### config.mk
export PLATFORM = sky130hd
export DESIGN_NAME = mult_operand_sequencer
export DESIGN_NICKNAME = d
export VERILOG_FILES = /design/src/rtl/mult_seq_pkg.sv /design/src/rtl/mult_byte_mux.sv /design/src/rtl/mult_operand_sequencer.sv
export SDC_FILE = /design/constraint.sdc
export NUM_CORES = 1
export LEC_CHECK = 0
export BUFFER_PORTS_ARGS = -buffer_cell sky130_fd_sc_hd__buf_2
export CAP_MARGIN = 20
export CORE_MARGIN = 2
export CORE_UTILIZATION = 52
export DETAILED_ROUTE_END_ITERATION = 16
export GPL_ROUTABILITY_DRIVEN = 0
export HOLD_SLACK_MARGIN = 0.06
export PLACE_DENSITY = 0.81
export SETUP_SLACK_MARGIN = 0.05
export SYNTH_ARGS = -nofsm -noshare
export SYNTH_HDL_FRONTEND = slang
export SYNTH_HIERARCHICAL = 1
export SYNTH_SLANG_ARGS = --single-unit
export TNS_END_PERCENT = 100
### constraint.sdc
create_clock -name clk -period 4.8 [get_ports clk]
set_clock_uncertainty 0.15 [all_clocks]
set_input_delay 0 -clock clk [delete_from_list [all_inputs] [get_ports clk]]
set_output_delay 0 -clock clk [all_outputs]
set_load 0.02 [all_outputs]
### src/rtl/mult_seq_pkg.sv
// Shared types and constants for the multiplier operand sequencer.
package mult_seq_pkg;
  localparam int BYTE_W   = 8;
  localparam int BEATS_16 = 4;
  localparam int BEATS_32 = 16;

  typedef enum logic [2:0] {
    ST_IDLE,
    ST_LOAD,
    ST_START,
    ST_WAIT,
    ST_RESP
  } seq_state_e;
endpackage

### src/rtl/mult_byte_mux.sv
// Selects the operand byte pair presented to the multiplier on each load beat.
module mult_byte_mux
  import mult_seq_pkg::*;
(
  input  logic [31:0]       a_word,
  input  logic [31:0]       b_word,
  input  logic [3:0]        beat,
  input  logic              mode_32bit,
  input  logic              en,
  output logic [BYTE_W-1:0] data_a,
  output logic [BYTE_W-1:0] data_b
);
  logic [BYTE_W-1:0] a_bytes [4];
  logic [BYTE_W-1:0] b_bytes [4];

  genvar gi;
  generate
    for (gi = 0; gi < 4; gi++) begin : g_bytes
      assign a_bytes[gi] = a_word[gi*BYTE_W +: BYTE_W];
      assign b_bytes[gi] = b_word[gi*BYTE_W +: BYTE_W];
    end
  endgenerate

  // In 32x32 mode A cycles every beat while B advances once per four beats.
  always_comb begin
    data_a = '0;
    data_b = '0;
    if (en) begin
      data_a = a_bytes[beat[1:0]];
      data_b = mode_32bit ? b_bytes[beat[3:2]] : b_bytes[beat[1:0]];
    end
  end
endmodule

### src/rtl/mult_operand_sequencer.sv
// Front end for top_multiplier: accepts an operand pair, streams it bytewise,
// launches the multiply, waits for done (with timeout) and returns the result.
module mult_operand_sequencer
  import mult_seq_pkg::*;
#(
  parameter int TIMEOUT_CYCLES = 64,
  parameter int TO_W           = $clog2(TIMEOUT_CYCLES + 1)
) (
  input  logic              clk,
  input  logic              reset,
  input  logic              flush,
  input  logic              in_valid,
  output logic              in_ready,
  input  logic [31:0]       in_a,
  input  logic [31:0]       in_b,
  input  logic              in_mode_32bit,
  output logic [BYTE_W-1:0] mul_data_a,
  output logic [BYTE_W-1:0] mul_data_b,
  output logic              mul_enable_2bit,
  output logic              mul_enable_4bit,
  output logic              mul_start,
  output logic              mul_mode_32bit,
  input  logic [31:0]       mul_product_1,
  input  logic [31:0]       mul_product_2,
  input  logic              mul_done,
  output logic              out_valid,
  input  logic              out_ready,
  output logic [31:0]       out_product_1,
  output logic [31:0]       out_product_2,
  output logic              out_timeout,
  output logic              busy
);
  seq_state_e state_reg, state_next;

  logic [31:0]     a_reg, b_reg;
  logic            mode_reg;
  logic [3:0]      beat_reg;
  logic [TO_W-1:0] to_cnt_reg;
  logic [31:0]     prod1_reg, prod2_reg;
  logic            timeout_reg;

  logic last_beat;
  logic to_hit;
  logic in_load;

  assign in_load   = (state_reg == ST_LOAD);
  assign last_beat = mode_reg ? (beat_reg == 4'(BEATS_32 - 1))
                              : (beat_reg == 4'(BEATS_16 - 1));
  // The counter holds cycles-since-start minus one, so firing here puts
  // out_valid exactly TIMEOUT_CYCLES cycles after the start pulse.
  assign to_hit    = (to_cnt_reg == TO_W'(TIMEOUT_CYCLES - 2));

  always_ff @(posedge clk or posedge reset) begin
    if (reset) begin
      state_reg <= ST_IDLE;
    end else begin
      state_reg <= state_next;
    end
  end

  always_comb begin
    state_next = state_reg;
    if (flush) begin
      state_next = ST_IDLE;
    end else begin
      case (state_reg)
        ST_IDLE:  if (in_valid) state_next = ST_LOAD;
        ST_LOAD:  if (last_beat) state_next = ST_START;
        ST_START: state_next = ST_WAIT;
        ST_WAIT:  if (mul_done || to_hit) state_next = ST_RESP;
        ST_RESP:  if (out_ready) state_next = ST_IDLE;
        default:  state_next = ST_IDLE;
      endcase
    end
  end

  always_ff @(posedge clk or posedge reset) begin
    if (reset) begin
      a_reg       <= '0;
      b_reg       <= '0;
      mode_reg    <= 1'b0;
      beat_reg    <= '0;
      to_cnt_reg  <= '0;
      prod1_reg   <= '0;
      prod2_reg   <= '0;
      timeout_reg <= 1'b0;
    end else if (!flush) begin
      case (state_reg)
        ST_IDLE: begin
          if (in_valid) begin
            a_reg    <= in_a;
            b_reg    <= in_b;
            mode_reg <= in_mode_32bit;
            beat_reg <= '0;
          end
        end
        ST_LOAD:  beat_reg   <= beat_reg + 4'd1;
        ST_START: to_cnt_reg <= '0;
        ST_WAIT: begin
          to_cnt_reg <= to_cnt_reg + TO_W'(1);
          if (mul_done) begin
            prod1_reg   <= mul_product_1;
            prod2_reg   <= mul_product_2;
            timeout_reg <= 1'b0;
          end else if (to_hit) begin
            prod1_reg   <= '0;
            prod2_reg   <= '0;
            timeout_reg <= 1'b1;
          end
        end
        default: ;
      endcase
    end
  end

  always_comb begin
    in_ready        = (state_reg == ST_IDLE);
    busy            = (state_reg != ST_IDLE);
    mul_enable_2bit = in_load && !mode_reg;
    mul_enable_4bit = in_load && mode_reg;
    mul_start       = (state_reg == ST_START);
    mul_mode_32bit  = mode_reg && (in_load || state_reg == ST_START || state_reg == ST_WAIT);
    out_valid       = (state_reg == ST_RESP);
    out_product_1   = prod1_reg;
    out_product_2   = prod2_reg;
    out_timeout     = timeout_reg;
  end

  mult_byte_mux u_byte_mux (
    .a_word     (a_reg),
    .b_word     (b_reg),
    .beat       (beat_reg),
    .mode_32bit (mode_reg),
    .en         (in_load),
    .data_a     (mul_data_a),
    .data_b     (mul_data_b)
  );
endmodule
==> results.py, run 1 <==
metrics = {
    "outcome": {
        "status": "finished, final reports clean",
    },
    "sta": {
        "fin_crit_sh_pct": 58.11,
        "fin_setup_tns_ps": 0,
        "hold_viol_final": 0,
        "slew_headroom_pct": 38.44,
        "fin_ws_ps": 2011,
        "finalMaxSlewViolations": 0,
        "worst_pin_slew_ps": 923.3,
        "finalSetupViolCount": 0,
        "max_freq_ghz": 0.3585,
        "period_needed_ps": 2789,
        "rsz0062_at_grt": "no",
    },
    "logic_synthesis": {
        "synth_area_leaders": "dfrtp_1, mux2_2, o211ai_1",
        "syn-instance-count": 635,
        "synthFlopType": "dfrtp_1",
        "yosysSeqAreaShare_pct": 50.92,
        "synthesis.area_per_instance_um2": 11.14,
        "ys_ff_latch": 144,
        "synth_area_mm2": 0.007077,
        "ys_types": 51,
        "async_reset_ff_share_pct": 100.0,
        "yosysTopAreaCellShare_pct": 50.92,
        "synth_edf_count": 0,
        "yosys_warnings": 6,
        "synth_area_leader_cell": "dfrtp_1",
        "synth_fp_nets": 773,
        "synth_commonest_cells": "dfrtp_1, inv_1, nand2_1",
        "synth.most_common_cell": "dfrtp_1",
    },
    "run": {
        "drv_cap": 0,
    },
    "route": {
        "drt-total-wl_um": 21680,
        "drt_iter0_drc": 570,
        "route.vias.total": 6479,
        "antenna_left": 0,
        "dr.pass1.iters": 4,
        "drt-vias-per-instance": 5.600,
        "drt_drc_violations_left": 0,
        "wl_per_cell_um": 18.74,
    },
    "global_route": {
        "grt_pass1_wl_um": 34200,
        "grt_max_degree": 101,
        "grt_pass1_vias": 6803,
        "grt_usage_pct": 30.29,
        "antenna_found_initial": 0,
        "overflow": 0,
    },
    "pwr": {
        "p_total_mw": 3.639,
        "power.density_mw_per_mm2": 354.7,
        "cellLeakagePower_nw": 5.090,
        "vdd.ir_drop.worst_mv": 0.2735,
    },
    "critical_path": {
        "cp-startpoint": "state_reg[0]",
        "start_kind": "register",
        "critical_path_class": "register to register",
        "r2r_start": "state_reg[0]",
        "cp_max_fo": 41,
        "rr_worst_depth": 4,
        "arrival_ps": 2930,
        "critPathRequiredTime_ps": 4940,
        "critPathCaptureType": "register",
    },
    "clock_tree": {
        "clock-sinks": 144,
        "insertion_delay_ps": 410,
        "numCtsBuffers": 17,
        "cts.clk_slew.worst_paths_ps": 60,
        "root_buffer": "clkbuf_16",
        "cts_tree": "done",
        "cts_setup_buffers": 0,
        "ctsHtreeMaxLevel": 4,
        "clock_path_buffers": 2,
    },
    "final_layout": {
        "syn_to_final_growth_pct": 45.00,
        "nets": 1106,
        "stdcell_count": 1157,
        "drive_gt1_share_pct": 35.78,
        "antenna_cells": 0,
    },
    "floorplan": {
        "die_w_um": 120.7,
        "start_util_pct": 53.44,
        "die-area_mm2": 0.01456,
        "core_mm2": 0.01324,
        "die_h_um": 120.7,
        "rows": 42,
        "io_pins": 223,
    },
    "min_path": {
        "hold_depth": 3,
        "holdCritStartpoint": "mul_done",
        "holdCritPathClass": "primary input to register",
    },
    "placed_design": {
        "place_ws_ps": 2079,
        "place_inst": 989,
        "numPortBuffers": 222,
        "dp_hpwl_um": 10730,
    },
}
[where the power goes]
group          switching, mW  internal (mW)
logic                  0.293          0.408
registers              0.146           1.35
clock network          0.504          0.939
total                  0.942           2.70
[worst max-delay path, cell delays in order, from the launching register on]
cell and delay, ps:
dfrtp_1 550, nor2_1 220, and3_2 830, buf_4 500, mux2_2 400
[kinds of logic after synthesis]
logic type               after synthesis  share of synthesized area, %
AO/OA/AOI/OAI                         98                         10.33
adder cells (fa/ha/maj)                3                        0.5305
buffers and inverters                123                         7.708
flip-flops                           144                         50.92
multiplexers                          89                         18.30
AND/OR/NAND/NOR                      178                         12.22
[per-layer routing]
layer	vias to the layer above	part of all wire, %	track usage [%]
met4	0	3.8	14.97
li1	2922	-	-
met3	75	7.1	8.491
met2	331	52	51.94
met5	-	0	0
met1	3151	37	34.81
[path summary, 6_finish.rpt]
kind,endpoint,slack (ps)
worst max-delay path,b_reg[2],2010
min in group asynchronous,out_product_1[30],180
worst min register to register,to_cnt_reg[5],350
worst max register to register,b_reg[2],2010
worst min-delay path,out_timeout,140
max in group asynchronous,out_product_2[0],3160
[stage by stage]
| step | area (um2) | hold WS (ps) | utilization (%) |
|---|---|---|---|
| after floorplan | 7077 | -15.30 | - |
| after global placement | 8215 | 84.75 | 62.04 |
| after detailed placement | 8215 | 88.10 | 62.04 |
| after CTS | 10210 | 131.1 | 77.07 |
| after global routing | 10260 | 173.9 | 77.48 |
| final | 10260 | 142.9 | 77.48 |
[placed cells by master (no fill, tap or decap), types with 9 or more instances in the layout]
cell           instances
a22o_1                 9
mux2_2                64
inv_1                 72
dfrtp_1              144
dlygate4sd3_1        134
clkbuf_16             17
buf_2                222
nand3_1               69
o211ai_1              65
nand2_1               72
and2_1                11
mux4_2                18
[cell type report]
type	count	area [um2]
sequential	144	3603
tap	176	220.2
clock buffer	23	498.0
inverter	73	279.0
fill	783	2982
clock inverter	9	151.4
multi-input combinational	368	2957
timing repair buffer	364	2552
[timing repair]
item                      in CTS  in global routing
hold endpoints to repair     240                  0
resized for setup              0                  0
hold buffers                 134                  0
No activity file was read; power rests on OpenSTA's default activity.
==> inputs of run 2 (changes only) <==
- ABC_AREA: default -> 1
- CORE_UTILIZATION: 52 -> 46
- PLACE_DENSITY: 0.81 -> 0.76
- clock period: 4.8 -> 2.25 ns (I/O delays scaled with it)
==> run 2 against run 1 <==
Compared with the run above:
- sequential share of layout area rose by 0.23 points
- via count rose by 12%
- clock power rose by 99%
- die area rose by 9.8%
- largest power group is now combinational logic
- core utilization fell by 7.5 points
- register-to-register slack got worse by 1900 ps
- wire length rose by 1.4%
- area after synthesis fell by 2.5%
- global-route usage fell by 2.8 points
==> results.py, run 2 <==
metrics = {
    "min_path": {
        "holdCritPathClass": "primary input to asynchronous set/reset pin",
    },
    "logic_synthesis": {
        "synthFlopType": "dfrtp_1",
        "ys_ff_latch": 144,
        "synthAdderAreaFrac_pct": 0.5442,
        "synth.area.mux_share_pct": 0,
        "synth_commonest_cells": "nand2_1, dfrtp_1, nor2_1",
        "synth_fp_nets": 1049,
        "synth-simple-area-share_pct": 35.55,
        "synthXorXnorAreaFrac_pct": 0,
        "synth_area_leader_cell": "dfrtp_1",
        "synthesis.area_per_instance_um2": 7.572,
        "yosys_warnings": 6,
        "synth.most_common_cell": "nand2_1",
        "synth_top_family_by_area": "simple AND/OR/NAND/NOR gates",
        "synth_area_leaders": "dfrtp_1, nand2_1, nor2_1",
        "synth_compound_area_share_pct": 2.957,
        "syn-instance-count": 911,
        "synth_edf_count": 0,
        "yosysSeqAreaShare_pct": 52.24,
        "async_reset_ff_share_pct": 100.0,
        "yosysTopAreaCellShare_pct": 52.24,
        "synth_area_mm2": 0.006898,
        "ys_types": 27,
    },
    "critical_path": {
        "cp_max_fo": 13,
        "cp-startpoint": "state_reg[1]",
        "critical_path_class": "register to register",
        "critPathCaptureType": "register",
        "start_kind": "register",
        "r2r-end": "state_reg[2]",
        "arrival_ps": 2280,
        "regToRegSetupSlack_ps": 130,
        "critPathRequiredTime_ps": 2410,
        "rr_worst_depth": 9,
        "endpoint": "state_reg[2]",
        "r2r_start": "state_reg[1]",
    },
    "final_layout": {
        "multiInputGateArea_mm2": 0.002711,
        "final_common_cell": "nand2_1",
        "layout_common_cells": "nand2_1, buf_2, dlygate4sd3_1, dfrtp_1, nor2_1",
        "regArea_mm2": 0.003607,
        "final_area_mm2": 0.01021,
        "nets": 1415,
        "fill_cells": 1082,
        "drive_gt1_share_pct": 23.18,
        "syn_to_final_growth_pct": 47.96,
    },
    "floorplan": {
        "die_w_um": 126.5,
        "die-area_mm2": 0.01599,
        "die_h_um": 126.5,
        "io_pins": 223,
        "start_util_pct": 47.28,
        "core_mm2": 0.01459,
        "rows": 44,
    },
    "clock_tree": {
        "cts_tree": "done",
        "clock-sinks": 144,
        "numCtsBuffers": 17,
        "ctsHtreeMaxLevel": 4,
        "insertion_delay_ps": 420,
        "cts.clk_slew.worst_paths_ps": 70,
        "clock_path_buffers": 2,
        "root_buffer": "clkbuf_16",
    },
    "route": {
        "dr.pass1.iters": 5,
        "drt-vias-per-instance": 4.933,
        "route.vias.total": 7276,
        "antenna_left": 0,
        "drt-total-wl_um": 21970,
        "drt_drc_violations_left": 0,
        "drt_iter0_drc": 493,
        "wl_per_cell_um": 14.90,
    },
    "sta": {
        "max_freq_ghz": 0.4725,
        "slew_headroom_pct": 64.65,
        "finalMaxSlewViolations": 0,
        "finalSetupViolCount": 0,
        "worst_pin_slew_ps": 530.3,
        "fin_setup_tns_ps": 0,
        "period_needed_ps": 2117,
        "rsz0062_at_grt": "yes",
        "fin_crit_sh_pct": 94.07,
        "fin_ws_ps": 133.4,
        "hold_viol_final": 0,
    },
    "placed_design": {
        "dp_hpwl_um": 12540,
        "placed_area_mm2": 0.008065,
        "numPortBuffers": 222,
        "place_ws_ps": 381.0,
    },
    "global_route": {
        "grt_usage_pct": 27.47,
        "antenna_found_initial": 0,
        "overflow": 0,
        "grt_pass1_wl_um": 35090,
        "grt_max_degree": 77,
        "grt_pass1_vias": 7306,
    },
    "pwr": {
        "power.density_mw_per_mm2": 1209,
        "vdd.ir_drop.worst_mv": 0.8019,
        "cellLeakagePower_nw": 5.670,
    },
    "run": {
        "drv_cap": 0,
    },
    "outcome": {
        "status": "finished, final reports clean",
    },
}
-- run 2: cell count changes after synthesis, moves of 13 or more --
cell | before | now
nand2_1 | 72 | 480
nand3_1 | 69 | 46
mux2_2 | 64 | 0
mux4_2 | 18 | 0
clkbuf_1 | 18 | 4
o211ai_1 | 65 | 1
nor2_1 | 3 | 66
inv_1 | 73 | 55
buf_6 | 3 | 16
-- run 2: metal layers --
| layer | up-vias | routed length [um] | track usage (%) |
|---|---|---|---|
| met5 | - | 0 | 0 |
| met2 | 327 | 10760 | 46.02 |
| met3 | 60 | 1527 | 7.296 |
| li1 | 3517 | - | - |
| met4 | 0 | 688 | 11.70 |
| met1 | 3372 | 8998 | 33.62 |
-- run 2: cell families (layout without fill, tap and decap cells) --
logic type / after synthesis / in the layout
AO/OA/AOI/OAI: 40 / 40
adder cells (fa/ha/maj): 3 / 3
buffers and inverters: 105 / 484
flip-flops: 144 / 144
other: 0 / 1
AND/OR/NAND/NOR: 619 / 619
-- run 2: report_power, final --
part	total, mW	internal (mW)	switching [mW]
clock network	2.86	1.62	1.23
logic	5.14	1.85	3.29
registers	4.34	3.62	0.719
total	12.3	7.09	5.24
-- run 2: final cells by class --
type,instances,share of cell area (%)
sequential,144,35.34
timing repair buffer,392,27.71
multi-input combinational,662,26.57
clock buffer,19,4.438
inverter,60,2.317
tap,184,2.256
clock inverter,13,1.349
antenna,1,0.02452
-- run 2: critical path: stages, from the launching register on --
cell,delay (ps)
dfrtp_2,440
nand2_1,90
nor2_2,50
nand2_2,140
nor2_4,70
buf_4,140
nor2_4,110
buf_4,200
nand2_1,60
dlygate4sd3_1,550
-- run 2: per-stage QoR --
step | cells | util [%] | total power, mW | hold slack, ps
after global placement | 1289 | 55.28 | 9.026 | 14.24
after global routing | 1474 | 69.94 | 13.19 | 151.1
after floorplan | 911 | - | 7.740 | -40.38
final | 1475 | 69.96 | 12.34 | 123.6
after detailed placement | 1289 | 55.28 | 9.127 | 22.37
after CTS | 1470 | 69.55 | 12.24 | 137.1
-- run 2: worst min path at each step --
stage	to	slack [ps]
6_report	out_product_2[27]	120
4_1_cts	out_product_2[28]	140
2_1_floorplan	a_reg[0]	-40
3_5_place_dp	out_product_2[12]	20
5_1_grt	a_reg[5]	150
3_3_place_gp	out_product_2[12]	10
-- run 2: repair_timing --
item,4_1_cts,5_1_grt
hold buffers,149,0
setup endpoints to repair,0,28
buffers inserted,0,3
resized for setup,0,4
hold endpoints to repair,288,0
